$ cat src/rtl/dst_tracker.sv
// Destination-register tracker for a 5-stage pipeline.
// Carries the write tags of the EX/MEM/WB stages and generates the stall
// for load-use hazards and for draining the pipe after a halt.
module dst_tracker #(
    parameter int         LOAD_STALL = 1,
    parameter logic [3:0] OP_LW      = 4'h8,
    parameter logic [3:0] OP_HLT     = 4'hF
) (
    input  logic       clk,
    input  logic       rst_n,
    input  logic       id_valid,
    input  logic [3:0] id_opCode,
    input  logic [3:0] id_wrReg,
    input  logic [3:0] id_rdReg1,
    input  logic [3:0] id_rdReg2,
    input  logic       flush,
    output logic [3:0] wrReg_EX,
    output logic [3:0] wrReg_MEM,
    output logic [3:0] wrReg_WB,
    output logic       ex_isLoad,
    output logic       stall,
    output logic       halted
);

    typedef enum logic [1:0] {RUN, LDSTALL, DRAIN, HALTED} state_t;

    state_t     state, state_nxt;
    logic [1:0] cnt, cnt_nxt;
    logic       hazard;
    logic       issue;
    logic [3:0] ex_tag_nxt;
    logic       ex_load_nxt;
    logic       pipe_empty;

    // Register 0 can never match here: wrReg_EX must be non-zero for a hazard.
    assign hazard = ex_isLoad && (wrReg_EX != 4'h0) && id_valid &&
                    ((id_rdReg1 == wrReg_EX) || (id_rdReg2 == wrReg_EX));

    assign pipe_empty = (wrReg_EX == 4'h0) && (wrReg_MEM == 4'h0) && (wrReg_WB == 4'h0);

    // Next-state, bubble counter and stall decode; flush outranks stall in RUN/LDSTALL.
    always_comb begin
        state_nxt = state;
        cnt_nxt   = cnt;
        stall     = 1'b0;
        case (state)
            RUN: begin
                if (hazard && !flush) begin
                    stall   = 1'b1;
                    cnt_nxt = 2'(LOAD_STALL - 1);
                    if (LOAD_STALL > 1) state_nxt = LDSTALL;
                end else if (flush) begin
                    cnt_nxt = 2'd0;
                end else if (id_valid && (id_opCode == OP_HLT)) begin
                    state_nxt = DRAIN;
                end
            end
            LDSTALL: begin
                if (flush) begin
                    cnt_nxt   = 2'd0;
                    state_nxt = RUN;
                end else begin
                    stall   = 1'b1;
                    cnt_nxt = cnt - 2'd1;
                    if (cnt == 2'd1) state_nxt = RUN;
                end
            end
            DRAIN: begin
                stall = 1'b1;
                if (pipe_empty) state_nxt = HALTED;
            end
            HALTED: begin
                stall = 1'b1;
            end
            default: begin
                state_nxt = RUN;
            end
        endcase
    end

    // Tag entering EX: the ID instruction only when it actually issues; HLT writes nothing.
    always_comb begin
        issue       = id_valid && !flush && !stall;
        ex_tag_nxt  = (issue && (id_opCode != OP_HLT)) ? id_wrReg : 4'h0;
        ex_load_nxt = issue && (id_opCode == OP_LW);
    end

    // State register and tag shift; tags freeze once halted.
    always_ff @(posedge clk) begin
        if (!rst_n) begin
            state     <= RUN;
            cnt       <= 2'd0;
            halted    <= 1'b0;
            wrReg_EX  <= 4'h0;
            wrReg_MEM <= 4'h0;
            wrReg_WB  <= 4'h0;
            ex_isLoad <= 1'b0;
        end else begin
            state  <= state_nxt;
            cnt    <= cnt_nxt;
            halted <= (state_nxt == HALTED);
            if (state != HALTED) begin
                wrReg_WB  <= wrReg_MEM;
                wrReg_MEM <= wrReg_EX;
                wrReg_EX  <= ex_tag_nxt;
                ex_isLoad <= ex_load_nxt;
            end
        end
    end

endmodule

$ cat config.mk
export PLATFORM = sky130hd
export DESIGN_NAME = dst_tracker
export DESIGN_NICKNAME = d
export VERILOG_FILES = /design/src/rtl/dst_tracker.sv
export SDC_FILE = /design/constraint.sdc
export NUM_CORES = 1
export LEC_CHECK = 0
export ABC_AREA = 1
export BUFFER_PORTS_ARGS = -buffer_cell sky130_fd_sc_hd__buf_4
export CORE_AREA = 2 2 50 52
export CTS_BUF_LIST = sky130_fd_sc_hd__clkbuf_4 sky130_fd_sc_hd__clkbuf_8
export DETAILED_ROUTE_END_ITERATION = 8
export DIE_AREA = 0 0 52 54
export GPL_TIMING_DRIVEN = 0
export PLACE_DENSITY_LB_ADDON = 0.1
export SLEW_MARGIN = 10
export SYNTH_ARGS = -nofsm -noshare
export SYNTH_HDL_FRONTEND = slang
export SYNTH_SLANG_ARGS = --single-unit
$ cat constraint.sdc
create_clock -name clk -period 1.25 [get_ports clk]
set_input_delay 0.125 -clock clk [delete_from_list [all_inputs] [get_ports clk]]
set_output_delay 0.125 -clock clk [all_outputs]
set_load 0.01 [all_outputs]
Yosys cells after proc, flatten, opt, wreduce, memory -nomap -nowiden
Cells that the tools add are included.
{"block": "op_classes", "mux": 15, "eq_ne": 12, "n_reduce_logical": 22, "add_sub_neg": 1}
{"op": "$mux 2", "n": 9}
{"op": "$logic_not 4->1", "n": 3}
{"op": "$logic_and 1x1->1", "n": 11}
{"op": "$eq 4x4->1", "n": 2}
{"op": "$eq 4x4->1 const B", "n": 2}
{"op": "$eq 2x2->1 const B", "n": 3}
{"op": "$pmux 2 s3", "n": 1}
{"op": "$eq 2x1->1 const B", "n": 2}
{"op": "$mux 4", "n": 1}
{"op": "$ne 4x4->1 const B", "n": 1}
{"op": "$pmux 2 s2", "n": 1}
{"op": "$reduce_bool 4->1", "n": 1}
{"op": "$ne 3x3->1 const B", "n": 1}
{"op": "$pmux 1 s3", "n": 1}
{"op": "$logic_not 1->1", "n": 2}
{"op": "$logic_not 2->1", "n": 1}
{"op": "$mux 1", "n": 2}
{"op": "$ne 2x2->1 const B", "n": 1}
{"op": "$reduce_and 2->1", "n": 1}
{"op": "$reduce_bool 2->1", "n": 1}
{"op": "$reduce_or 2->1", "n": 1}
{"op": "$sub 2x1->2 const B", "n": 1}
{"op": "$logic_or 1x1->1", "n": 1}
{"block": "totals", "in_bits": 20, "out_inout_bits": 15, "register_bits": 18, "word_cells": 57}

Logic depth before layout (Yosys ltp)
Gate-level depths: netlist of run 1.
{"block": "depth", "ltp_word": 11, "ltp_mapped": 11, "ltp_nobuf": 11}

Worst setup path before layout of run 1
Ideal clock, no wire load.
{"block": "synth_timing", "path_type": "flip-flop to flip-flop", "start": "register wrReg_EX[2]", "end": "register wrReg_EX[0]", "synth_period_minus_slack_ps": 1230, "stages_incl_launch_ff": 10, "t_arrival_ps": 1116, "n_path_buf": 0, "t_required_ps": 1135, "setup_ps": 115, "slack_ps": 20, "cell_sequence": "dfxtp_1 inv_2 nand4_1 inv_1 nor2_1 nand2_4 nand4_4 nor2_1 nor2_1 nor2_1"}
{"block": "synth_between", "elab_chain_len": 11, "word_cells_on_any_way": 14, "classes_between": "2 x eq/ne; 3 x mux; 9 x reduce/logical"}
{"item": "from (decl)", "line_no": "17", "rtl": "output logic [3:0] wrReg_EX,"}
{"item": "from (signal assigned)", "line_no": "105", "rtl": "wrReg_EX <= ex_tag_nxt;"}
{"item": "$reduce_bool 4->1", "line_no": "36", "rtl": "assign hazard = ex_isLoad && (wrReg_EX != 4'h0) && id_valid &&"}
{"item": "$logic_and 1x1->1 (2 in series)", "line_no": "36"}
{"item": "$logic_and 1x1->1 *", "line_no": "36"}
{"item": "$logic_and 1x1->1 *", "line_no": "48", "rtl": "if (hazard && !flush) begin"}
{"item": "$mux 1 *", "line_no": "48"}
{"item": "$pmux 1 s3 *", "line_no": "46", "rtl": "case (state)"}
{"item": "$logic_not 1->1 *", "line_no": "83", "rtl": "issue = id_valid && !flush && !stall;"}
{"item": "$logic_and 1x1->1 *", "line_no": "83"}
{"item": "$logic_and 1x1->1 *", "line_no": "84", "rtl": "ex_tag_nxt = (issue && (id_opCode != OP_HLT)) ? id_wrReg : 4'h0;"}
{"item": "$mux 4 *", "line_no": "84"}
Mark *: on every way between the ends. The rest lies on a longest branch, timed or not.
A chain may end at the register's enable or synchronous reset.

Final worst setup path of run 1
{"block": "layout_timing", "start": "register wrReg_EX[2]", "end": "output stall"}
{"block": "layout_between", "elab_chain_len": 7, "word_cells_on_any_way": 10, "classes_between": "2 x eq/ne; 2 x mux; 6 x reduce/logical"}
{"item": "$reduce_bool 4->1", "line_no": "36"}
{"item": "$logic_and 1x1->1 (2 in series)", "line_no": "36"}
{"item": "$logic_and 1x1->1 *", "line_no": "36"}
{"item": "$logic_and 1x1->1 *", "line_no": "48"}
{"item": "$mux 1 *", "line_no": "48"}
{"item": "$pmux 1 s3 *", "line_no": "46"}
{"item": "to (decl)", "line_no": "21", "rtl": "output logic stall,"}
Marks and branches as above.

==> results of run 1 <==
## area by class of cell
| class | count | share of cell area, % |
|---|---|---|
| plain buffers | 2 | 0.716 |
| clock buffers | 4 | 2.60 |
| inverters | 27 | 7.97 |
| multi-input cells | 103 | 39.0 |
| flip-flops and latches | 18 | 26.9 |
| well taps | 30 | 2.69 |
| repair buffers | 37 | 20.1 |
## worst max-delay path, delay by kind of cell, from the launching register on
family | cells | cell delay, ns
flops | 1 | 0.39
buf+inv | 3 | 0.22
simple gates | 4 | 0.46
## through the flow
stage	cell area [um2]	hold slack, ns
2_1_floorplan	956	0.315
3_3_place_gp	1240	0.436
3_5_place_dp	1240	0.461
4_1_cts	1330	0.127
5_1_grt	1400	0.137
6_report	1400	0.126
## flip-flops by register name, indices dropped and copies added, names as in the netlist
name and cells:
cnt 2, ex_isLoad 1, halted 1, state 2, wrReg_EX 4, wrReg_MEM 4
wrReg_WB 4
## report_power, final
group	leakage (uW)	switching (uW)	internal [uW]
registers	0.000149	9.95	576
logic	0.000543	90.8	92.6
clock network	0.0000210	194	178
## cells by family after synthesis
group	synth area share [%]
adders and majority gates	1.31
AOI/OAI and AO/OA	10.2
and+or+nand+nor	39.1
buffers and inverters	11.6
DFF	37.7
## cells in the final DEF, fill, tap and decap left out, drive strengths merged, types with 3 or more instances in the layout
cell type | netlist | layout
dfxtp | 18 | 18
nor4 | 3 | 3
o21ai | 9 | 9
nand3 | 5 | 5
inv | 27 | 27
nand2 | 38 | 38
a21oi | 9 | 9
nor2 | 32 | 32
nand4 | 4 | 4
buf | 1 | 38
clkbuf | 1 | 5
## final timing paths
path | depth (start not counted) | from | slack [ns] | to
worst max register to register | 12 | wrReg_EX[2]$_SDFFE_PN0N_ | -0.13 | wrReg_EX[1]$_SDFFE_PN0N_
worst min-delay path | 5 | id_wrReg[1] | 0.13 | wrReg_EX[1]$_SDFFE_PN0N_
worst min register to register | 2 | cnt[1]$_SDFFE_PN0P_ | 0.48 | cnt[1]$_SDFFE_PN0P_
worst max-delay path | 7 | wrReg_EX[2]$_SDFFE_PN0N_ | -0.23 | stall
## per-layer routing
metal	part of all wire, %	GRT usage [%]	vias up
li1	-	-	547
met5	0	0	-
met1	45	21.2	497
met2	49	32.9	28
met3	5.2	2.78	4
met4	0.96	6.58	0
## timing repair
action	in CTS	in global routing
pin swaps	4	7
resized for setup	9	23
buffers inserted	4	0
endpoints found under the setup margin	8	13
hold endpoints to repair	0	0
==> flow_summary.yaml, run 1 <==
detailed_routing:
  drt_iter0_markers: 14
  avgViaCountPerCell: 4.87
  final_antenna_net_count: 0
  postRouteWirelength_mm: 2.39
  wl_per_cell_um: 10.8
  post-route-drc-count: 0
  vias: 1076
  first_pass_iters: 4
placement:
  routabilityCongestion: 0.776
  dp.cells: 213
  dpl_worst_slack_ns: -0.0811
  dp_hpwl_mm: 1.77
  place.port_buffers: 33
clock_network:
  cts_tree: "built"
  htree_levels: 1
  cts_max_path_buffers: 2
  cts_buffers: 3
  cts-root-buf: "clkbuf_4"
  cts_sinks: 18
  clkTransAtPathRegs_ns: 0.11
  worstSkewPairLatency_ns: 0.30
  cts_hold_buffers: 0
logic_synthesis:
  synth_most_common_cell: "nand2_1"
  synth_common_cells: "36 x nand2_1, 31 x nor2_1, 21 x inv_1"
  ys.flop_type: "dfxtp_1"
  avgSynthCellArea_um2: 6.37
  seq_area_frac_synth_pct: 37.7
  synthArstFlopShare_pct: 0
  ys_seq_elements: 18
  syn_nets: 171
  synth_edf_count: 0
  ys_warn_count: 0
  syn_area_um2: 956
  synth_area_leaders: "dfxtp_1 38%, nand2_1 14%, nor2_1 12%"
  yosys.area.top_type: "dfxtp_1"
  syn_inst: 150
  yosysUniqueCellTypes: 21
  synth_top_area_share_pct: 37.7
floorplanning:
  start_util_pct: 41.2
  ioPinCount: 35
  die_w_um: 52
  die_y_um: 54
  die-area_um2: 2810
  rows: 18
  core_area_um2: 2320
min_path:
  min_path_type: "in -> reg"
sta:
  slew_violations: 0
  fin_tns_setup_ns: -0.899
  worst_slew_pin_slew_ns: 0.325
  slew_headroom_pct: 78.2
  post-route-period-util_pct: 118
  finalCriticalPeriod_ns: 1.48
  max_freq_mhz: 678
  fin_ws_ns: -0.225
  finalHoldViolCount: 0
  clock-skew-final_ns: 0.00388
  final-setup-viol-count: 9
  rsz0062_at_grt: "yes"
final_layout:
  register_area_um2: 375
  final_util_pct: 60.2
  drive_above_1_share_pct: 40.3
  fin_nets: 213
  fill_cells: 227
  syn2layout_area_growth_pct: 46.2
  multi_input_area_um2: 546
  final_cells: 221
  antenna_cells: 0
run_status:
  outcome: "finished with violations"
  failed_checks: "negative setup slack"
flow_run:
  cap_viol_max_count: 0
setup_path:
  slowest_stage: "dfxtp_4"
  arrival_ns: 1.35
  worstSetupPathType: "reg -> out"
  cp_max_fo: 4
  cp_slowest_stage_delay_ns: 0.39
  critPathRequiredTime_ns: 1.12
  start_kind: "flop"
  end_kind: "output pin"
  crit_chain: "inv_4 > nand4_1 > inv_1 > nor2_2 > nand3_2 > nand2_2 > buf_6"
global_routing:
  antenna_found_initial: 0
  gr-usage-all-layers_pct: 18.0
  grt_pass1_vias: 956
  grt_start_max_net_pins: 11
  grt_pass1_wl_mm: 3.80
  grt-ovfl-total: 0
power:
  total_leakage_power_uw: 0.000712
  finalPower_uw: 1140
  power_density_nw_per_um2: 816
  ir_drop_mv: 0.666
No activity file was read; power rests on OpenSTA's default activity.
==> run 2, diff against run 1 <==
- SKIP_CTS_REPAIR_TIMING: default -> 1
==> run 2 against run 1 <==
The flow still finishes with violations (negative setup slack). Setup slack improved by 0.0038 ns. Register-to-register slack is essentially flat. Critical endpoint unchanged. Via count shrank 0.46%. Highest routed layer unchanged.
==> flow_summary.yaml, run 2 (synthesis gave the netlist of run 1 again) <==
setup_path:
  critPathRequiredTime_ns: 1.12
  path_buf_inv: 3
  path_delay_family: "simple AND/OR/NAND/NOR gates"
  worstSetupPathType: "reg -> out"
  start_kind: "flop"
  cp_slowest_stage_delay_ns: 0.39
  cp_max_fo: 5
  crit_chain: "inv_4 > nand4_1 > inv_1 > nor2_2 > nand3_2 > nand2_2 > buf_6"
  slowest_stage: "dfxtp_4"
  r2r_slack_ns: -0.13
  arrival_ns: 1.35
  end_kind: "output pin"
clock_network:
  cts_tree: "built"
  cts-root-buf: "clkbuf_4"
  htree_levels: 1
  clkTransAtPathRegs_ns: 0.11
  cts_sinks: 18
  cts_max_path_buffers: 2
  worstSkewPairLatency_ns: 0.30
  cts_buffers: 3
floorplanning:
  die_y_um: 54
  die_w_um: 52
  rows: 18
  ioPinCount: 35
  die-area_um2: 2810
  core_area_um2: 2320
  start_util_pct: 41.2
detailed_routing:
  final_antenna_net_count: 0
  drt_iter0_markers: 7
  wl_per_cell_um: 10.7
  postRouteWirelength_mm: 2.37
  post-route-drc-count: 0
  avgViaCountPerCell: 4.85
  first_pass_iters: 4
  vias: 1071
sta:
  worst_slew_pin_slew_ns: 0.329
  slew_headroom_pct: 78.0
  finalHoldViolCount: 0
  finalCriticalPeriod_ns: 1.47
  holdWs_ns: 0.125
  max_freq_mhz: 680
  post-route-period-util_pct: 118
  rsz0062_at_grt: "yes"
  clock-skew-final_ns: 0.00377
  slew_violations: 0
  final-setup-viol-count: 9
  fin_tns_setup_ns: -0.903
  fin_ws_ns: -0.221
power:
  power_density_nw_per_um2: 816
  ir_drop_mv: 0.668
  total_leakage_power_uw: 0.000713
final_layout:
  fin_nets: 213
  drive_above_1_share_pct: 42.9
  final_cells: 221
  syn2layout_area_growth_pct: 47.5
  antenna_cells: 0
  top_regs: "wrReg_EX: 4 flops, wrReg_MEM: 4 flops, wrReg_WB: 4 flops"
  final_cell_mix: "36 x buf_4, 24 x nand2_1, 24 x nor2_1"
  final_common_cell: "buf_4"
  fill_cells: 226
flow_run:
  cap_viol_max_count: 0
global_routing:
  grt_start_max_net_pins: 11
  antenna_found_initial: 0
  gr-usage-all-layers_pct: 16.6
  grt-ovfl-total: 0
  grt_pass1_vias: 878
  grt_pass1_wl_mm: 3.48
min_path:
  min_path_type: "in -> reg"
placement:
  dp_hpwl_mm: 1.77
  place.port_buffers: 33
  routabilityCongestion: 0.776
  dp.cells: 213
  dpl_worst_slack_ns: -0.0811
run_status:
  failed_checks: "negative setup slack"
  outcome: "finished with violations"
-- run 2: cell counts in the layout (fill, tap and decap cells not counted) --
Identical to the previous run, type by type.
-- run 2: worst paths after layout --
check / startpoint / to / cells past startpoint
worst max-delay path: wrReg_EX[2]$_SDFFE_PN0N_ / stall / 7
worst min-delay path: id_opCode[2] / ex_isLoad$_SDFFE_PN0N_ / 4
worst max register to register: wrReg_EX[2]$_SDFFE_PN0N_ / wrReg_EX[2]$_SDFFE_PN0N_ / 12
worst min register to register: cnt[1]$_SDFFE_PN0P_ / cnt[1]$_SDFFE_PN0P_ / 2
-- run 2: worst min-delay path, delay by kind of cell --
kind	cells	cell delay [ns]
and+or+nand+nor	2	0.13
buffers and inverters	1	0.08
AOI/OAI and AO/OA	1	0.06
-- run 2: area by class of cell --
class                           count  area [um2]  share of cell area [%]
Buffer                              2        10.0                   0.710
Clock buffer                        4        36.3                    2.57
Inverter                           27         111                    7.90
Multi-Input combinational cell    103         558                    39.6
Sequential cell                    18         375                    26.6
Tap cell                           30        37.5                    2.66
Timing Repair Buffer               37         282                    20.0
-- run 2: per-layer routing --
| metal | track usage (%) | wire, um | vias to the layer above |
|---|---|---|---|
| li1 | - | - | 546 |
| met1 | 20.0 | 1050 | 491 |
| met2 | 29.3 | 1150 | 29 |
| met3 | 2.78 | 131 | 5 |
| met4 | 6.58 | 38 | 0 |
| met5 | 0 | 0 | - |
-- run 2: through the flow --
step                total power (uW)  area (um2)  utilization [%]
CTS                             1130        1280             55.1
floorplan                        685         956                -
finish                          1150        1410             60.8
global route                    1200        1410             60.8
global placement                 758        1240             53.5
detailed placement               763        1240             53.5
-- run 2: power by group --
group          switching (uW)  total [uW]  internal, uW
registers                10.1         586           576
clock network             199         377           178
logic                    93.2         187          94.2
